`src/rtl/forwarding_unit.sv`:
```
// -----------------------------------------------------------------------------
// forwarding_unit
//
// Purpose:
//   Control side of the EX-stage operand forwarding muxes. A shadow copy of the
//   register tags held in the EX, MEM and WB pipeline latches is kept here and
//   used to drive the operand-select lines of the EX muxes:
//     2'b00 = ID read data, 2'b01 = MEM-stage data, 2'b10 = WB-stage data.
//   Load-use hazards raise a single stall cycle. During that cycle a bubble
//   enters the shadow EX slot, mirroring the bubble loaded into ID/EX.
//
// Ports:
//   i_clock        system clock, rising edge
//   i_reset        synchronous, active-high reset (priority over all inputs)
//   i_valid_id     ID holds a valid instruction advancing to EX
//   i_rs_id        source register A of the ID instruction
//   i_rt_id        source register B of the ID instruction
//   i_rd_id        destination register of the ID instruction
//   i_regwrite_id  ID instruction writes the register file
//   i_memread_id   ID instruction is a load
//   i_flush        kill the instruction entering EX (taken branch/jump)
//   o_fwd_a        select for the EX operand A mux
//   o_fwd_b        select for the EX operand B mux
//   o_stall        hold PC and IF/ID; ID/EX loads a bubble
//   o_stall_count  saturating count of stall cycles
// -----------------------------------------------------------------------------
module forwarding_unit #(
    parameter int NB_REG = 5,
    parameter int NB_SEL = 2,
    parameter int NB_CNT = 16
) (
    input  logic              i_clock,
    input  logic              i_reset,
    input  logic              i_valid_id,
    input  logic [NB_REG-1:0] i_rs_id,
    input  logic [NB_REG-1:0] i_rt_id,
    input  logic [NB_REG-1:0] i_rd_id,
    input  logic              i_regwrite_id,
    input  logic              i_memread_id,
    input  logic              i_flush,
    output logic [NB_SEL-1:0] o_fwd_a,
    output logic [NB_SEL-1:0] o_fwd_b,
    output logic              o_stall,
    output logic [NB_CNT-1:0] o_stall_count
);

    localparam logic [NB_SEL-1:0] SEL_ID  = NB_SEL'(2'b00);
    localparam logic [NB_SEL-1:0] SEL_MEM = NB_SEL'(2'b01);
    localparam logic [NB_SEL-1:0] SEL_WB  = NB_SEL'(2'b10);
    localparam logic [NB_REG-1:0] REG_ZERO = {NB_REG{1'b0}};
    localparam logic [NB_CNT-1:0] CNT_MAX  = {NB_CNT{1'b1}};

    typedef enum logic [0:0] {
        ST_RUN     = 1'b0,
        ST_STALLED = 1'b1
    } stall_state_t;

    // Shadow EX slot
    logic              ex_valid_r;
    logic [NB_REG-1:0] ex_rs_r;
    logic [NB_REG-1:0] ex_rt_r;
    logic [NB_REG-1:0] ex_rd_r;
    logic              ex_regwrite_r;
    logic              ex_memread_r;

    // Shadow MEM slot
    logic              mem_valid_r;
    logic [NB_REG-1:0] mem_rd_r;
    logic              mem_regwrite_r;

    // Shadow WB slot
    logic              wb_valid_r;
    logic [NB_REG-1:0] wb_rd_r;
    logic              wb_regwrite_r;

    stall_state_t      state_r;
    stall_state_t      state_next_s;
    logic [NB_CNT-1:0] stall_count_r;

    logic              hazard_s;
    logic              stall_s;
    logic              ex_load_s;
    logic [NB_SEL-1:0] fwd_a_s;
    logic [NB_SEL-1:0] fwd_b_s;

    // A later stage can supply register r only if it really writes a non-zero r.
    function automatic logic stage_hit(
        input logic              valid,
        input logic              regwrite,
        input logic [NB_REG-1:0] rd,
        input logic [NB_REG-1:0] r
    );
        return valid & regwrite & (rd != REG_ZERO) & (rd == r);
    endfunction

    // MEM holds the younger result, so it wins over WB for the same register.
    function automatic logic [NB_SEL-1:0] pick_source(
        input logic              ex_valid,
        input logic              mem_hit,
        input logic              wb_hit
    );
        logic [NB_SEL-1:0] sel;
        sel = SEL_ID;
        if (!ex_valid) begin
            sel = SEL_ID;
        end else if (mem_hit) begin
            sel = SEL_MEM;
        end else if (wb_hit) begin
            sel = SEL_WB;
        end else begin
            sel = SEL_ID;
        end
        return sel;
    endfunction

    // Load in EX whose destination is a source of the instruction now in ID.
    always_comb begin
        hazard_s = i_valid_id & ex_valid_r & ex_memread_r & ex_regwrite_r &
                   (ex_rd_r != REG_ZERO) &
                   ((ex_rd_r == i_rs_id) | (ex_rd_r == i_rt_id));
    end

    // Stall only from RUN, so one load-use pair yields exactly one stall cycle.
    always_comb begin
        stall_s      = 1'b0;
        state_next_s = ST_RUN;
        case (state_r)
            ST_RUN: begin
                stall_s      = hazard_s;
                state_next_s = hazard_s ? ST_STALLED : ST_RUN;
            end
            ST_STALLED: begin
                stall_s      = 1'b0;
                state_next_s = ST_RUN;
            end
            default: begin
                stall_s      = 1'b0;
                state_next_s = ST_RUN;
            end
        endcase
    end

    // Decide whether the ID instruction enters the shadow EX slot or a bubble does.
    always_comb begin
        ex_load_s = i_valid_id & ~i_flush & ~stall_s;
    end

    // Operand selects, derived only from registered shadow state.
    always_comb begin
        fwd_a_s = pick_source(ex_valid_r,
                              stage_hit(mem_valid_r, mem_regwrite_r, mem_rd_r, ex_rs_r),
                              stage_hit(wb_valid_r, wb_regwrite_r, wb_rd_r, ex_rs_r));
        fwd_b_s = pick_source(ex_valid_r,
                              stage_hit(mem_valid_r, mem_regwrite_r, mem_rd_r, ex_rt_r),
                              stage_hit(wb_valid_r, wb_regwrite_r, wb_rd_r, ex_rt_r));
    end

    // Shadow pipeline advance: WB <= MEM, MEM <= EX, EX <= ID or bubble.
    always_ff @(posedge i_clock) begin
        if (i_reset) begin
            ex_valid_r     <= 1'b0;
            ex_rs_r        <= REG_ZERO;
            ex_rt_r        <= REG_ZERO;
            ex_rd_r        <= REG_ZERO;
            ex_regwrite_r  <= 1'b0;
            ex_memread_r   <= 1'b0;
            mem_valid_r    <= 1'b0;
            mem_rd_r       <= REG_ZERO;
            mem_regwrite_r <= 1'b0;
            wb_valid_r     <= 1'b0;
            wb_rd_r        <= REG_ZERO;
            wb_regwrite_r  <= 1'b0;
        end else begin
            wb_valid_r     <= mem_valid_r;
            wb_rd_r        <= mem_rd_r;
            wb_regwrite_r  <= mem_regwrite_r;
            mem_valid_r    <= ex_valid_r;
            mem_rd_r       <= ex_rd_r;
            mem_regwrite_r <= ex_regwrite_r;
            if (ex_load_s) begin
                ex_valid_r    <= 1'b1;
                ex_rs_r       <= i_rs_id;
                ex_rt_r       <= i_rt_id;
                ex_rd_r       <= i_rd_id;
                ex_regwrite_r <= i_regwrite_id;
                ex_memread_r  <= i_memread_id;
            end else begin
                ex_valid_r    <= 1'b0;
                ex_rs_r       <= REG_ZERO;
                ex_rt_r       <= REG_ZERO;
                ex_rd_r       <= REG_ZERO;
                ex_regwrite_r <= 1'b0;
                ex_memread_r  <= 1'b0;
            end
        end
    end

    // Stall FSM state register.
    always_ff @(posedge i_clock) begin
        if (i_reset) begin
            state_r <= ST_RUN;
        end else begin
            state_r <= state_next_s;
        end
    end

    // Saturating stall-cycle counter; sticks at all-ones instead of wrapping.
    always_ff @(posedge i_clock) begin
        if (i_reset) begin
            stall_count_r <= {NB_CNT{1'b0}};
        end else if (stall_s && (stall_count_r != CNT_MAX)) begin
            stall_count_r <= stall_count_r + NB_CNT'(1);
        end else begin
            stall_count_r <= stall_count_r;
        end
    end

    assign o_fwd_a       = fwd_a_s;
    assign o_fwd_b       = fwd_b_s;
    assign o_stall       = stall_s;
    assign o_stall_count = stall_count_r;

endmodule

```
`config.mk`:
```
export PLATFORM = sky130hd
export DESIGN_NAME = forwarding_unit
export DESIGN_NICKNAME = d
export VERILOG_FILES = /design/src/rtl/forwarding_unit.sv
export SDC_FILE = /design/constraint.sdc
export NUM_CORES = 1
export LEC_CHECK = 0
export BUFFER_PORTS_ARGS = -buffer_cell sky130_fd_sc_hd__buf_4
export CAP_MARGIN = 0
export CELL_PAD_IN_SITES_DETAIL_PLACEMENT = 1
export CELL_PAD_IN_SITES_GLOBAL_PLACEMENT = 2
export CORE_MARGIN = 2
export CORE_UTILIZATION = 36
export DETAILED_ROUTE_END_ITERATION = 8
export GPL_TIMING_DRIVEN = 0
export PLACE_DENSITY = 0.94
export RECOVER_POWER = 100
export SETUP_SLACK_MARGIN = 0.3
export SKIP_LAST_GASP = 1
export SYNTH_ARGS = -nofsm -noshare
export SYNTH_HDL_FRONTEND = slang
export SYNTH_SLANG_ARGS = --single-unit
```
`constraint.sdc`:
```
create_clock -name i_clock -period 4.8 [get_ports i_clock]
set_clock_uncertainty 0.2 [all_clocks]
set_input_delay 0.72 -clock i_clock [delete_from_list [all_inputs] [get_ports i_clock]]
set_output_delay 0.72 -clock i_clock [all_outputs]
set_load 0.01 [all_outputs]
```
==> qor.txt <==
final setup TNS = 0 ns
Via density = 5.11
Peak supply drop = 0.122 mV
flop and latch count out of synthesis = 49
largest net degree at the start of global routing = 17
Detail Placement HPWL = 4110 um
Worst-path clk slew = 0.09 ns
unrepaired setup endpoints after global routing = no
Clock Latency Late Sink = 0.31 ns
total global routing overflow = 0
GR peak layer = met2
CTS resizes = 0
HP Class = reg -> reg
placed cell area = 2600 um^2
1st-iter DRT viols = 89
Power Density = 279 nW/um^2
Worst setup SP type = flop
GR Util met2 = 28.2%
die width = 82.1 um
# port buffers = 41
# Post-CTS Setup Buffers = 0
Mapped Cells = 231
via count = 1814
area of the mapped netlist = 2200 um^2
# clock sinks = 49
CP required = 3.88 ns
I/O pins = 42
Netlist cell types = 38
final worst slack = 1.84 ns
Hold Fails Final Rpt = 0
TritonCTS Buffers = 5
worst path cell trace = or4_1 -> o211a_1 -> clkbuf_1 -> nand2_1 -> inv_1 -> clkbuf_1
number of antenna violations at the first check in global routing = 0
vias in the first global route = 1869
maxcap violations = 0
Bufs and invs on worst path = 3
f_max = 0.338 GHz
share of post-route cells with drive strength above 1 = 11.1%
slew margin rel. = 53.4%
most common cell after layout, fill and taps aside = dfxtp_1
CP arrival = 2.04 ns
total wire length = 5230 um
CTS root buffer = clkbuf_8
area of the die = 6740 um^2
cell mode on critical path = clkbuf_1
min Tclk post-route = 2.96 ns
Syn Area/Cell = 9.51 um^2
crit-path max cell delay = 0.54 ns
period utilization = 61.6%
Routed Antenna Nets = 0
status = complete, no violations
nets = 301
fraction of registers with async set/reset = 0%
Layout area overhead = 16.7%
DIE HEIGHT = 82.1 um
Starting Density = 37.1%
Post-synth top flop = dfxtp_1
Routability Congestion = 0.776
net count after synthesis = 253
GRT Overall Usage = 17.5%
Leak = 0.934 nW
site row count = 28
fin area = 2560 um^2
core area = 5920 um^2
M1 GR Usage = 22.9%
worst slack at placement = 2.08 ns
number of diodes = 0
# DRC = 0
Post-synth EDFFs = 0
H-tree levels = 2
CTS tree = yes
first-pass GRT wire length = 8980 um
pin slew with the least headroom to its limit = 0.689 ns
synth warn = 0
Slowest-stage cell, CP = or4_1
Hold Worst Slack = 0.266 ns
Top delay family on crit path = simple AND/OR/NAND/NOR gates
crit end category = output pin
Max Slew Vio Count = 0
Detailed Routing Iterations Pass 1 = 4
highest net fanout along the worst path = 10
Max clock buf depth = 2
final setup fails = 0
GR Util met3 = 3.48%
worst setup path class = reg -> out
cts hold-fix bufs = 0
wire length per cell = 14.7 um
sequential area share after synthesis = 44.7%
most frequent cells in the layout = 49 x dfxtp_1, 30 x clkbuf_1, 20 x xnor2_1, 19 x buf_4, 15 x nor2b_1
==> synthesized netlist by cell type (7+ instances only) <==
cell     instances  share of area [%]
nor2b_1         15                4.3
or4_1           11                3.8
dfxtp_1         49                 45
nor2_1           7                1.2
and2_1          21                6.0
nor3_1           7                1.6
o31ai_1          8                2.7
xor2_1          10                4.0
a21oi_1         13                3.0
nand2_1         12                2.1
nand3_1         11                2.5
xnor2_1         20                8.0
==> kinds of logic after synthesis <==
kind of cell    synth area share [%]
mux                            0.684
xor+xnor                        12.0
flops                           44.7
buf+inv                         3.13
compound gates                  12.6
fa+ha+maj                      0.570
simple gates                    26.4
==> flip-flops by register name, summed over array words and instances (netlist names), 5 cells and up <==
register       count
o_stall_count     16
ex_rd_r            5
ex_rs_r            5
ex_rt_r            5
mem_rd_r           5
wb_rd_r            5
==> routing by layer <==
layer | wire [um] | up-vias
met2 | 2510 | 27
li1 | - | 914
met5 | 0 | -
met3 | 167 | 8
met4 | 94 | 0
met1 | 2460 | 865
==> through the flow <==
stage	util [%]	power [mW]	std cells
final	43.3	0.714	355
after global routing	43.3	0.745	355
after CTS	45.4	0.725	355
after detailed placement	43.9	0.479	347
after global placement	43.9	0.478	347
after floorplan	-	0.454	231
==> report_power, final <==
part / switching [mW] / internal, mW
Combinational: 0.0234 / 0.0243
Clock: 0.146 / 0.102
Sequential: 0.00591 / 0.412
==> area by class of cell <==
class                   count  area (um^2)
fillers                   731         3360
well taps                  75         93.8
repair buffers             41          225
flip-flops and latches     49          981
clock inverters             3         22.5
clock buffers               5         68.8
multi-input cells         170         1120
plain buffers               9         35.0
inverters                   3         11.3
==> worst paths after layout <==
path,start,end,slack [ns],cells past startpoint
worst max register to register,o_stall_count[12],o_stall_count[5],2.08,6
worst min register to register,ex_regwrite_r,mem_regwrite_r,0.27,1
worst max-delay path,ex_rd_r[1],o_stall,1.84,6
worst min-delay path,ex_regwrite_r,mem_regwrite_r,0.27,1
(Power assumes the default switching activity.)
